$ cat src/rtl/uart_pkg.sv
// Shared UART definitions used by the transmit and receive blocks.
package uart_pkg;

    localparam int unsigned UART_OVERSAMPLE = 16;
    localparam int unsigned UART_DATA_BITS  = 8;

    typedef enum logic [2:0] {
        IDLE,
        START,
        DATA,
        PARITY,
        STOP
    } uart_state_e;

endpackage

$ cat src/rtl/uart_bit_timer.sv
// Reloadable oversample down-counter; bit_end marks the last tick of a serial bit.
module uart_bit_timer
    import uart_pkg::*;
#(
    parameter int unsigned OVERSAMPLE = UART_OVERSAMPLE
) (
    input  logic clk,
    input  logic rst,
    input  logic run,
    input  logic restart,
    input  logic t_enable,
    output logic bit_end
);

    localparam int unsigned CW = $clog2(OVERSAMPLE);
    localparam logic [CW-1:0] TOP = CW'(OVERSAMPLE - 1);

    logic [CW-1:0] count_q;

    assign bit_end = run && t_enable && (count_q == '0);

    always_ff @(posedge clk) begin
        if (rst) begin
            count_q <= '0;
        end else if (restart) begin
            count_q <= TOP;
        end else if (run && t_enable) begin
            count_q <= (count_q == '0) ? TOP : count_q - 1'b1;
        end
    end

endmodule

$ cat src/rtl/uart_transmitter.sv
// Double-buffered 8N1 UART transmitter driven by the shared 16x oversample tick.
// Define UART_TX_PARITY_EN to insert an even-parity bit between data and stop.
module uart_transmitter
    import uart_pkg::*;
#(
    parameter int unsigned OVERSAMPLE = UART_OVERSAMPLE,
    parameter int unsigned DATA_BITS  = UART_DATA_BITS
) (
    input  logic                 clk,
    input  logic                 rst,
    input  logic                 t_enable,
    input  logic                 load,
    input  logic [DATA_BITS-1:0] din,
    output logic                 txd,
    output logic                 tbr,
    output logic                 busy
);

    localparam int unsigned BCW = $clog2(DATA_BITS);
    localparam logic [BCW-1:0] LAST_BIT = BCW'(DATA_BITS - 1);

    uart_state_e          state_q, state_d;
    logic [DATA_BITS-1:0] hold_q;
    logic                 hold_full_q;
    logic [DATA_BITS-1:0] shift_q, shift_d;
    logic [BCW-1:0]       bit_cnt_q, bit_cnt_d;
    logic                 txd_q, txd_d;
    logic                 bit_end;
    logic                 transfer;
`ifdef UART_TX_PARITY_EN
    logic                 parity_q, parity_d;
`endif

    // Holding register moves into the shifter from IDLE, or straight from the end of STOP.
    assign transfer = hold_full_q && t_enable &&
                      ((state_q == IDLE) || ((state_q == STOP) && bit_end));

    uart_bit_timer #(
        .OVERSAMPLE(OVERSAMPLE)
    ) u_bit_timer (
        .clk      (clk),
        .rst      (rst),
        .run      (state_q != IDLE),
        .restart  (transfer),
        .t_enable (t_enable),
        .bit_end  (bit_end)
    );

    always_ff @(posedge clk) begin
        if (rst) begin
            hold_q      <= '0;
            hold_full_q <= 1'b0;
        end else if (transfer) begin
            hold_full_q <= 1'b0;
        end else if (load && !hold_full_q) begin
            hold_q      <= din;
            hold_full_q <= 1'b1;
        end
    end

    always_ff @(posedge clk) begin
        if (rst) begin
            state_q   <= IDLE;
            shift_q   <= '0;
            bit_cnt_q <= '0;
            txd_q     <= 1'b1;
`ifdef UART_TX_PARITY_EN
            parity_q  <= 1'b0;
`endif
        end else begin
            state_q   <= state_d;
            shift_q   <= shift_d;
            bit_cnt_q <= bit_cnt_d;
            txd_q     <= txd_d;
`ifdef UART_TX_PARITY_EN
            parity_q  <= parity_d;
`endif
        end
    end

    always_comb begin
        state_d   = state_q;
        shift_d   = shift_q;
        bit_cnt_d = bit_cnt_q;
        txd_d     = txd_q;
`ifdef UART_TX_PARITY_EN
        parity_d  = parity_q;
`endif
        unique case (state_q)
            IDLE: txd_d = 1'b1;
            START: begin
                if (bit_end) begin
                    state_d   = DATA;
                    txd_d     = shift_q[0];
                    bit_cnt_d = '0;
                end
            end
            DATA: begin
                if (bit_end) begin
                    shift_d   = shift_q >> 1;
                    bit_cnt_d = bit_cnt_q + 1'b1;
                    if (bit_cnt_q == LAST_BIT) begin
`ifdef UART_TX_PARITY_EN
                        state_d = PARITY;
                        txd_d   = parity_q;
`else
                        state_d = STOP;
                        txd_d   = 1'b1;
`endif
                    end else begin
                        txd_d = shift_q[1];
                    end
                end
            end
`ifdef UART_TX_PARITY_EN
            PARITY: begin
                if (bit_end) begin
                    state_d = STOP;
                    txd_d   = 1'b1;
                end
            end
`endif
            STOP: begin
                if (bit_end) begin
                    state_d = IDLE;
                    txd_d   = 1'b1;
                end
            end
            default: begin
                state_d = IDLE;
                txd_d   = 1'b1;
            end
        endcase
        // A pending byte overrides the IDLE/STOP outcome and opens the next frame.
        if (transfer) begin
            state_d = START;
            txd_d   = 1'b0;
            shift_d = hold_q;
`ifdef UART_TX_PARITY_EN
            parity_d = ^hold_q;
`endif
        end
    end

    assign txd  = txd_q;
    assign tbr  = !hold_full_q;
    assign busy = (state_q != IDLE);

endmodule

$ cat config.mk
export PLATFORM = sky130hd
export DESIGN_NAME = uart_transmitter
export DESIGN_NICKNAME = d
export VERILOG_FILES = /design/src/rtl/uart_pkg.sv /design/src/rtl/uart_bit_timer.sv /design/src/rtl/uart_transmitter.sv
export SDC_FILE = /design/constraint.sdc
export NUM_CORES = 1
export LEC_CHECK = 0
export CAP_MARGIN = 40
export CORE_MARGIN = 2
export CORE_UTILIZATION = 56
export CTS_CLUSTER_DIAMETER = 40
export DETAILED_ROUTE_END_ITERATION = 8
export GPL_TIMING_DRIVEN = 0
export HOLD_SLACK_MARGIN = 0.06
export PLACE_DENSITY = 0.78
export SLEW_MARGIN = 20
export SYNTH_ARGS = -nofsm -noshare
export SYNTH_HDL_FRONTEND = slang
export SYNTH_HIERARCHICAL = 1
export SYNTH_SLANG_ARGS = --single-unit
$ cat constraint.sdc
create_clock -name clk -period 2.8 [get_ports clk]
set_input_delay 0.42 -clock clk [delete_from_list [all_inputs] [get_ports clk]]
set_output_delay 0.42 -clock clk [all_outputs]
set_load 0.01 [all_outputs]
==> metrics.yaml <==
outcome: "finished, final reports clean"
ant_nets: 0
irDropWorstVdd_uv: 390
final_common_cell: "dfxtp_1"
grt_overflow: 0
synth_ff_type: "dfxtp_1"
synth_edf_count: 0
die_y_um: 56.6
synthToLayoutAreaGrowth_pct: 13.9
cts.reportedPaths.clkPinSlew_ns: 0.15
whs_ns: 0.503
path_max_fanout: 10
track_usage_pct: 21.5
drt_iter0_markers: 32
finalCritPeriodShare_pct: 86.8
ctsResizeCount: 0
stdcell_area_um2: 1760
drive_gt1_share_pct: 15.6
insertedDiodeCount: 0
cts.path.max_buffers: 2
grt_pass1_vias: 1180
setup_viol: 0
placed_cell_area_um2: 1730
insertion_delay_ns: 0.34
slew_violations: 0
hold_path_depth: 2
finalCriticalPeriod_ns: 2.43
wl_um: 3180
cts_sinks: 28
synthDistinctLibCells: 51
core_um2: 2690
layout_common_cells: "28 x dfxtp_1, 15 x mux2i_1, 14 x clkdlybuf4s50_1, 13 x nor2_1, 10 x nand2b_1"
critPathBufInv: 4
gp_congestion: 0.827
num_vias: 1270
ys_seq_area_share_pct: 36.2
via_per_inst: 5.85
worstMarginPinSlew_ns: 0.520
synthArstFlopShare_pct: 0
syn_inst: 168
fin_skew_ns: 0.00864
yosys_warnings: 6
syn_area_um2: 1550
path_common_cell: "buf_2"
dp_hpwl_um: 2360
cts_tree: "done"
slew-limit-headroom_pct: 65.4
worstSetupPathType: "reg2reg"
ctsRootBufferMaster: "clkbuf_4"
routedWlPerCell_um: 14.7
cpMaxStageDelayCell: "or2_2"
cts_hold_buf: 0
crit_arrival_ns: 2.70
syn_avg_cell_area_um2: 9.21
drv_cap: 0
hold_path_class: "reg2reg"
grt_max_degree: 16
path_delay_family: "simple AND/OR/NAND/NOR gates"
cp-start-kind: "flop"
route.detailed.drc: 0
powerDensity_nw_per_um2: 446
worstPathRequired_ns: 3.07
nets: 202
start_util_pct: 57.6
path_cells: "buf_2 > buf_2 > or3_1 > nand3_1 > nor3_1 > nor2b_1 > or2_2 > inv_2 > inv_1 > and3_1 > a221oi_2"
critPathCaptureType: "flop"
p_total_mw: 0.787
fin_util_pct: 65.6
reg2reg_depth: 11
tns_ns: 0
post_cts_buffers: 0
htree_levels: 1
numCtsBuffers: 3
firstDrtPassIters: 4
crit_cells: 11
synthesis.nets: 183
rows: 19
p_leak_nw: 0.692
antenna_found_initial: 0
portBuffers: 14
dieArea_um2: 3200
grt_pass1_wl_um: 5460
io_pins: 15
hold_viol_final: 0
die_w_um: 56.6
fmax_ghz: 0.411
ys_ff_latch: 28
nFillCells: 236
max_stage_delay_ns: 0.35
rsz0062_at_grt: "no"
-- worst min-delay path, delay by kind of cell, from the launching register on --
kind	cells	cell delay [ns]
AOI/OAI and AO/OA	1	0.07
DFF	1	0.35
and+or+nand+nor	1	0.06
-- layout make-up --
| class | instances | area, um2 | share of cell area (%) |
|---|---|---|---|
| tap | 31 | 38.8 | 2.20 |
| clock buffer | 4 | 36.3 | 2.06 |
| inverter | 7 | 26.3 | 1.49 |
| multi-input combinational | 119 | 877 | 49.8 |
| sequential | 28 | 561 | 31.8 |
| buffer | 14 | 82.6 | 4.69 |
| timing repair buffer | 14 | 140 | 7.95 |
-- power by group --
part | internal (mW) | leakage, nW | switching [mW]
sequential | 0.423 | 0.229 | 0.0163
combinational | 0.0747 | 0.442 | 0.0715
clock | 0.0798 | 0.0210 | 0.121
-- cell usage after synthesis (3+ instances only) --
library cell	count	area, um2
a211oi_1	6	45.0
a21oi_1	7	35.0
buf_2	6	30.0
clkbuf_1	4	15.0
dfxtp_1	28	561
ha_1	3	37.5
inv_1	6	22.5
mux2i_1	15	150
nand2_1	3	11.3
nand2b_1	10	62.6
nor2_1	13	48.8
nor2b_1	3	18.8
o21ai_0	4	20.0
o41ai_1	6	52.6
or2_2	8	50.1
-- cell families (layout without fill, tap and decap cells) --
family | after synthesis | after routing | synth area share [%]
simple gates | 59 | 59 | 24.1
compound gates | 39 | 39 | 18.8
flops | 28 | 28 | 36.2
buf+inv | 21 | 39 | 7.04
mux | 15 | 15 | 9.71
fa+ha+maj | 3 | 3 | 2.43
xor+xnor | 3 | 3 | 1.70
-- sequential cells by signal, indices dropped and copies added, names as in the netlist --
name,cells
txd,1
hold_q,8
u_bit_timer/count_q,4
shift_q,8
bit_cnt_q,3
state_q,3
hold_full_q,1
-- worst paths after layout --
kind,start,endpoint,slack [ns]
max reg2reg,state_q[0],u_bit_timer/count_q[3],0.37
min reg2reg,u_bit_timer/count_q[1],u_bit_timer/count_q[1],0.50
max,state_q[0],u_bit_timer/count_q[3],0.37
min,u_bit_timer/count_q[1],u_bit_timer/count_q[1],0.50
-- metal layers --
metal  global-route usage (%)  vias up  routed length (um)
met5                        0        -                   0
met4                     6.46        0                  38
met3                     3.69        5                  57
met2                     35.9       14                1550
met1                     28.2      612                1540
li1                         -      639                   -
-- through the flow --
| stage | worst slack (ns) | std cells |
|---|---|---|
| 5_1_grt | 0.157 | 217 |
| 3_3_place_gp | 0.336 | 213 |
| 3_5_place_dp | 0.291 | 213 |
| 4_1_cts | 0.377 | 217 |
| 6_report | 0.369 | 217 |
| 2_1_floorplan | 0.697 | 168 |
(Power assumes the default switching activity.)
